**config.mk**
```make
export PLATFORM = sky130hd
export DESIGN_NAME = seq_detector_param
export DESIGN_NICKNAME = d
export VERILOG_FILES = /design/src/rtl/seq_det_pkg.sv /design/src/rtl/seq_shift_reg.sv /design/src/rtl/seq_detector_param.sv
export SDC_FILE = /design/constraint.sdc
export NUM_CORES = 1
export LEC_CHECK = 0
export ABC_AREA = 1
export ABC_CLOCK_PERIOD_IN_PS = 1150
export CORE_AREA = 5 5 42 44
export CTS_CLUSTER_DIAMETER = 50
export CTS_CLUSTER_SIZE = 20
export DETAILED_ROUTE_END_ITERATION = 8
export DIE_AREA = 0 0 47 49
export GPL_TIMING_DRIVEN = 1
export PLACE_DENSITY = 0.7
export SETUP_SLACK_MARGIN = 0.05
export SKIP_LAST_GASP = 1
export SYNTH_ARGS = -nofsm -noshare
export SYNTH_HDL_FRONTEND = slang
export SYNTH_SLANG_ARGS = --single-unit
```
**constraint.sdc**
```tcl
create_clock -name clock -period 1.15 [get_ports clock]
set_clock_uncertainty 0.2 [all_clocks]
set_input_delay 0.2875 -clock clock [delete_from_list [all_inputs] [get_ports clock]]
set_output_delay 0.2875 -clock clock [all_outputs]
set_load 0.005 [all_outputs]
```
**src/rtl/seq_det_pkg.sv**
```systemverilog
// Shared types and default constants for the parametrised serial pattern detector.
package seq_det_pkg;

  typedef enum logic {
    FILL = 1'b0,
    RUN  = 1'b1
  } state_e;

  localparam int              PAT_W_C       = 4;
  localparam logic [3:0]      DEFAULT_PAT_C = 4'b1001;
  localparam int              CNT_W_C       = 8;

  // Width of a counter holding 0..pat_w-1 valid history bits.
  function automatic int fill_width(input int pat_w);
    return (pat_w <= 2) ? 1 : $clog2(pat_w);
  endfunction

endpackage

```
**src/rtl/seq_shift_reg.sv**
```systemverilog
// History shift register (PAT_W-1 prior bits) plus a saturating count of valid bits held.
module seq_shift_reg
  import seq_det_pkg::*;
#(
  parameter int PAT_W  = PAT_W_C,
  parameter int FILL_W = fill_width(PAT_W_C)
) (
  input  logic              clock,
  input  logic              reset,
  input  logic              shift_i,
  input  logic              x_i,
  input  logic              clear_i,
  output logic [PAT_W-2:0]  hist_o,
  output logic [FILL_W-1:0] fill_o
);

  localparam logic [FILL_W-1:0] FILL_MAX = FILL_W'(PAT_W - 1);

  logic [PAT_W-2:0]  hist_q, hist_d, hist_shift;
  logic [FILL_W-1:0] fill_q, fill_d;

  // New bit enters at the LSB; the oldest bit falls off the MSB.
  for (genvar gi = 0; gi < PAT_W - 1; gi++) begin : g_hist
    if (gi == 0) begin : g_lsb
      assign hist_shift[gi] = x_i;
    end else begin : g_upper
      assign hist_shift[gi] = hist_q[gi-1];
    end
  end

  always_comb begin
    hist_d = shift_i ? hist_shift : hist_q;
    fill_d = fill_q;
    if (clear_i) begin
      fill_d = '0;
    end else if (shift_i && (fill_q != FILL_MAX)) begin
      fill_d = fill_q + 1'b1;
    end
  end

  always_ff @(posedge clock) begin
    if (reset) begin
      hist_q <= '0;
      fill_q <= '0;
    end else begin
      hist_q <= hist_d;
      fill_q <= fill_d;
    end
  end

  assign hist_o = hist_q;
  assign fill_o = fill_q;

endmodule

```
**src/rtl/seq_detector_param.sv**
```systemverilog
// Runtime-loadable serial pattern detector with overlap control and registered match pulse.
// Define SEQ_DET_MATCH_COUNT_EN to add the saturating match_cnt output.
module seq_detector_param
  import seq_det_pkg::*;
#(
  parameter int               PAT_W       = PAT_W_C,
  parameter logic [PAT_W-1:0] DEFAULT_PAT = PAT_W'(DEFAULT_PAT_C),
  parameter int               CNT_W       = CNT_W_C
) (
  input  logic             clock,
  input  logic             reset,
  input  logic             x,
  input  logic             x_valid,
  input  logic             overlap,
  input  logic             pat_load,
  input  logic [PAT_W-1:0] pat_in,
`ifdef SEQ_DET_MATCH_COUNT_EN
  output logic             z,
  output logic [CNT_W-1:0] match_cnt
`else
  output logic             z
`endif
);

  localparam int                FILL_W    = fill_width(PAT_W);
  localparam logic [FILL_W-1:0] FILL_LAST = FILL_W'(PAT_W - 2);

  if (PAT_W < 2 || PAT_W > 16 || CNT_W < 1) begin : g_bad_params
    $error("seq_detector_param: illegal PAT_W or CNT_W");
  end

  state_e           state_q, state_d;
  logic [PAT_W-1:0] pattern_q, pattern_d;
  logic             z_q, z_d;
  logic             shift, clear, match;
  logic [PAT_W-2:0] hist;
  logic [FILL_W-1:0] fill;
  logic [PAT_W-1:0] cand;

  seq_shift_reg #(
    .PAT_W  (PAT_W),
    .FILL_W (FILL_W)
  ) u_shift (
    .clock   (clock),
    .reset   (reset),
    .shift_i (shift),
    .x_i     (x),
    .clear_i (clear),
    .hist_o  (hist),
    .fill_o  (fill)
  );

  assign cand = {hist, x};

  always_comb begin
    state_d   = state_q;
    pattern_d = pattern_q;
    z_d       = 1'b0;
    shift     = 1'b0;
    clear     = 1'b0;
    match     = 1'b0;
    if (pat_load) begin
      pattern_d = pat_in;
      clear     = 1'b1;
      state_d   = FILL;
    end else if (x_valid) begin
      shift = 1'b1;
      match = (state_q == RUN) && (cand == pattern_q);
      if (match) begin
        z_d = 1'b1;
        // Non-overlapping mode demands PAT_W fresh bits before the next hit.
        if (!overlap) begin
          clear   = 1'b1;
          state_d = FILL;
        end
      end else if ((state_q == FILL) && (fill == FILL_LAST)) begin
        state_d = RUN;
      end
    end
  end

  always_ff @(posedge clock) begin
    if (reset) begin
      state_q   <= FILL;
      pattern_q <= DEFAULT_PAT;
      z_q       <= 1'b0;
    end else begin
      state_q   <= state_d;
      pattern_q <= pattern_d;
      z_q       <= z_d;
    end
  end

  assign z = z_q;

`ifdef SEQ_DET_MATCH_COUNT_EN
  logic [CNT_W-1:0] cnt_q, cnt_d;

  always_comb begin
    cnt_d = cnt_q;
    if (z_d && (cnt_q != {CNT_W{1'b1}})) begin
      cnt_d = cnt_q + 1'b1;
    end
  end

  always_ff @(posedge clock) begin
    if (reset) begin
      cnt_q <= '0;
    end else begin
      cnt_q <= cnt_d;
    end
  end

  assign match_cnt = cnt_q;
`endif

endmodule

```
==> impl_metrics.prom, run 1 <==
# TYPE chip_impl_metric gauge
chip_impl_metric{name="clk_pin_slew",unit="ps"} 70
chip_impl_info{name="endpoint_kind",value="flip-flop"} 1
chip_impl_metric{name="insertion_delay",unit="ps"} 270
chip_impl_metric{name="worst_slack",unit="ps"} -48.3
chip_impl_metric{name="post_synth.cell_area_avg",unit="µm²"} 7.02
chip_impl_metric{name="mappedNetlistArea",unit="µm²"} 519
chip_impl_metric{name="cell_internal_pwr",unit="mW"} 0.606
chip_impl_metric{name="worst-slew-pin-transition",unit="ps"} 179
chip_impl_metric{name="cts_num_sinks",unit=""} 11
chip_impl_info{name="timing.hold.worst.start",value="reset"} 1
chip_impl_info{name="layout.cells.most_common",value="sky130_fd_sc_hd__nand2_1"} 1
chip_impl_metric{name="yosys_warnings",unit=""} 0
chip_impl_info{name="cpLargestDelayFamily",value="simple AND/OR/NAND/NOR gates"} 1
chip_impl_metric{name="maximum_number_of_pins_on_one_net_before_global_route_repair",unit=""} 9
chip_impl_metric{name="detailed_place_hpwl",unit="µm"} 796
chip_impl_metric{name="synthToLayoutAreaGrowth",unit="%"} 42.4
chip_impl_info{name="worst_setup_path_start_kind",value="flip-flop"} 1
chip_impl_metric{name="rows",unit=""} 14
chip_impl_metric{name="synth.lib_cells_used.distinct",unit=""} 13
chip_impl_metric{name="wl_per_cell",unit="µm"} 9.22
chip_impl_metric{name="synthCells",unit=""} 74
chip_impl_metric{name="numPortBuffers",unit=""} 10
chip_impl_metric{name="placed_area",unit="µm²"} 709
chip_impl_metric{name="yosys_register_bits",unit=""} 11
chip_impl_metric{name="number_of_antenna_violations_at_the_first_check_in_global_routing",unit=""} 0
chip_impl_metric{name="cts_post_setup_buffers_inserted",unit=""} 0
chip_impl_metric{name="dp_slack",unit="ps"} -527
chip_impl_metric{name="worst_path_largest_cell_delay",unit="ps"} 340
chip_impl_metric{name="num-nets-final",unit=""} 108
chip_impl_info{name="hold_path_class",value="input port to flip-flop"} 1
chip_impl_metric{name="drv.max_cap_violation_count",unit=""} 0
chip_impl_metric{name="power.share.combinational",unit="%"} 16.3
chip_impl_metric{name="relSlewSlack",unit="%"} 88.0
chip_impl_metric{name="via_count_of_the_first_global_routing_pass",unit=""} 427
chip_impl_metric{name="ir_drop",unit="V"} 0.000830
chip_impl_metric{name="final_cells",unit=""} 111
chip_impl_metric{name="layout.cell_area.non_filler",unit="µm²"} 739
chip_impl_metric{name="die_width",unit="µm"} 47
chip_impl_metric{name="switching_share",unit="%"} 25.1
chip_impl_metric{name="final_core_util",unit="%"} 52.8
chip_impl_info{name="synth.largest_area_cell",value="sky130_fd_sc_hd__dfxtp_1"} 1
chip_impl_metric{name="dieHeight",unit="µm"} 49
chip_impl_info{name="rr_endpoint",value="u_shift.fill_o[1]"} 1
chip_impl_metric{name="drtAntennaViolNets",unit=""} 0
chip_impl_metric{name="detail_route.drc_violations",unit=""} 0
chip_impl_metric{name="max-clock-path-buffers",unit=""} 2
chip_impl_metric{name="clock.fmax",unit="GHz"} 0.834
chip_impl_metric{name="layout_worst_path_cycle_share",unit="%"} 104
chip_impl_metric{name="groute.usage.overall",unit="%"} 9.97
chip_impl_metric{name="seq_power_share",unit="%"} 51.1
chip_impl_metric{name="grt_overflow_total",unit=""} 0
chip_impl_metric{name="io_pins",unit=""} 11
chip_impl_info{name="reg2reg_from",value="u_shift.hist_o[0]"} 1
chip_impl_metric{name="grt_pass1_wl",unit="µm"} 1640
chip_impl_metric{name="setup_slack_reg_to_reg",unit="ps"} -50
chip_impl_info{name="rsz0062_at_grt",value="true"} 1
chip_impl_metric{name="total_switching_power",unit="mW"} 0.203
chip_impl_info{name="cts_tree",value="yes"} 1
chip_impl_info{name="ctsRootBufferMaster",value="sky130_fd_sc_hd__clkbuf_4"} 1
chip_impl_metric{name="hold-path-cell-count",unit=""} 3
chip_impl_metric{name="initial_utilization",unit="%"} 37.1
chip_impl_metric{name="mappedNetlistNets",unit=""} 86
chip_impl_metric{name="count_of_buffering_cells_on_the_critical_path_with_inverters_included",unit=""} 1
chip_impl_metric{name="synth_top_area_share",unit="%"} 42.4
chip_impl_metric{name="detailroute.via_count",unit=""} 510
chip_impl_info{name="worstPathCellList",value="inv_2 > nand2_1 > nand2_1 > nor2_2 > nand4_1 > nand2_1 > nor2_1"} 1
chip_impl_info{name="status",value="complete, but fails checks"} 1
chip_impl_info{name="timing.critical_path.slowest_stage_cell",value="sky130_fd_sc_hd__dfxtp_2"} 1
chip_impl_info{name="failed_checks",value="negative setup slack"} 1
chip_impl_metric{name="finalMaxSlewViolations",unit=""} 0
chip_impl_metric{name="cts.hold.buffers_added",unit=""} 0
chip_impl_info{name="crit_path_frequent_cell",value="sky130_fd_sc_hd__nand2_1"} 1
chip_impl_metric{name="n_diodes",unit=""} 0
chip_impl_metric{name="cts_inserted_buffers",unit=""} 3
chip_impl_info{name="criticalPathCategory",value="flip-flop to flip-flop"} 1
chip_impl_metric{name="final_period_minus_worst_setup_slack",unit="ps"} 1200
chip_impl_metric{name="routabilityCongestion",unit=""} 0.753
chip_impl_metric{name="core_area",unit="µm²"} 1400
chip_impl_info{name="synth.area.top_cells",value="sky130_fd_sc_hd__dfxtp_1, sky130_fd_sc_hd__nand2_1, sky130_fd_sc_hd__inv_1"} 1
chip_impl_metric{name="data_arrival_time_at_the_worst_slack_endpoint",unit="ps"} 1160
chip_impl_metric{name="power_frac_clock",unit="%"} 32.6
chip_impl_metric{name="drt_first_iter_violations",unit=""} 9
chip_impl_metric{name="worst_r2r_path_depth",unit=""} 7
chip_impl_metric{name="detailedRoute.firstPassIterationCount",unit=""} 4
chip_impl_info{name="most-common-layout-cells",value="sky130_fd_sc_hd__nand2_1, sky130_fd_sc_hd__inv_2, sky130_fd_sc_hd__inv_1"} 1
chip_impl_metric{name="hold_viol_final",unit=""} 0
chip_impl_metric{name="timing.critical_path.required",unit="ps"} 1110
chip_impl_metric{name="power.leakage",unit="nW"} 0.346
chip_impl_metric{name="layout-drive-gt1-share",unit="%"} 33.7
chip_impl_metric{name="cts_htree_levels",unit=""} 1
chip_impl_info{name="hold-path-endpoint",value="pattern_q[3]"} 1
chip_impl_metric{name="final_count_of_negative_setup_slack_endpoints",unit=""} 4
chip_impl_metric{name="placed_cells",unit=""} 107
chip_impl_metric{name="cellPowerDensity",unit="nW/µm²"} 1090
chip_impl_metric{name="timing.setup.tns",unit="ps"} -126
chip_impl_metric{name="synth.yosys.seq_area_share",unit="%"} 42.4
chip_impl_metric{name="wirelength",unit="µm"} 1020
chip_impl_metric{name="dieArea",unit="µm²"} 2300
chip_impl_metric{name="crit_fanout",unit=""} 3
chip_impl_metric{name="vias_per_cell",unit=""} 4.59
-- metal layers --
metal	up-vias	routed length, µm	GRT usage [%]	part of all wire (%)
met4	0	39	6.91	3.8
li1	273	-	-	-
met5	-	0	0	0
met2	18	423	13.1	41
met1	214	458	13.1	45
met3	5	101	3.32	9.9
-- power by group through the flow --
stage                     Clock, mW  Sequential (mW)  Combinational (mW)
after floorplan                   0            0.416              0.0601
after global placement            0            0.418               0.128
after detailed placement          0            0.419               0.130
after CTS                     0.266            0.412               0.130
after global routing          0.280            0.416               0.147
final                         0.263            0.413               0.132
-- area by class of cell --
cell class	count	area, µm²
Clock buffer	4	26.3
Fill cell	138	662
Multi-Input combinational cell	48	254
Timing Repair Buffer	17	155
Sequential cell	11	228
Inverter	15	56.3
Tap cell	16	20.0
-- Yosys cell counts --
cell type	count
sky130_fd_sc_hd__a21oi_1	6
sky130_fd_sc_hd__nand4_1	2
sky130_fd_sc_hd__xor2_1	1
sky130_fd_sc_hd__nor2_4	1
sky130_fd_sc_hd__o21ai_0	6
sky130_fd_sc_hd__nand3_1	3
sky130_fd_sc_hd__dfxtp_1	11
sky130_fd_sc_hd__inv_1	15
sky130_fd_sc_hd__nand2_4	1
sky130_fd_sc_hd__ha_1	2
sky130_fd_sc_hd__nor2_1	8
sky130_fd_sc_hd__o21ai_1	1
sky130_fd_sc_hd__nand2_1	17
-- per-stage QoR --
step	hold slack (ps)	power [mW]
detailed placement	263	0.549
CTS	255	0.807
global placement	270	0.547
global route	156	0.842
floorplan	187	0.477
finish	109	0.809
-- timing repair --
item	4_1_cts	5_1_grt
endpoints found under the setup margin	12	10
pin swaps	9	5
resized for setup	14	9
cloned	0	0
-- logic make-up (layout without fill, tap and decap cells) --
logic type,after synthesis,in the layout,synth area share [%]
buffers and inverters,15,36,10.8
DFF,11,11,42.4
adders and majority gates,2,2,4.82
AOI/OAI and AO/OA,13,13,12.5
and+or+nand+nor,32,32,27.7
xor gates and xnor gates,1,1,1.69
-- worst register-to-register path, delay by kind of cell (launching register included) --
| family | cells | cell delay, ps |
|---|---|---|
| buffers and inverters | 1 | 40 |
| flip-flops | 1 | 340 |
| AND/OR/NAND/NOR | 6 | 510 |
-- sequential cells by signal, summed over array words and instances, names as in the netlist --
| register | cells |
|---|---|
| u_shift.fill_o | 2 |
| z | 1 |
| u_shift.hist_o | 3 |
| state_q | 1 |
| pattern_q | 4 |
-- worst max-delay path by stage --
stage | startpoint | to | cells after the start
5_1_grt | u_shift.hist_o[0] | state_q | 7
4_1_cts | u_shift.hist_o[0] | u_shift.fill_o[1] | 7
6_report | u_shift.hist_o[0] | u_shift.fill_o[1] | 7
2_1_floorplan | u_shift.fill_o[1] | u_shift.fill_o[0] | 6
3_3_place_gp | pat_load | u_shift.fill_o[0] | 6
3_5_place_dp | pat_load | u_shift.fill_o[0] | 6
Power figures use the tool's default switching activity.
==> inputs of run 2 (changes only) <==
- CTS_CLUSTER_DIAMETER: 50 -> not set
==> results of run 2 <==
The final DEF is identical to that of run 1; final timing and power are the same.
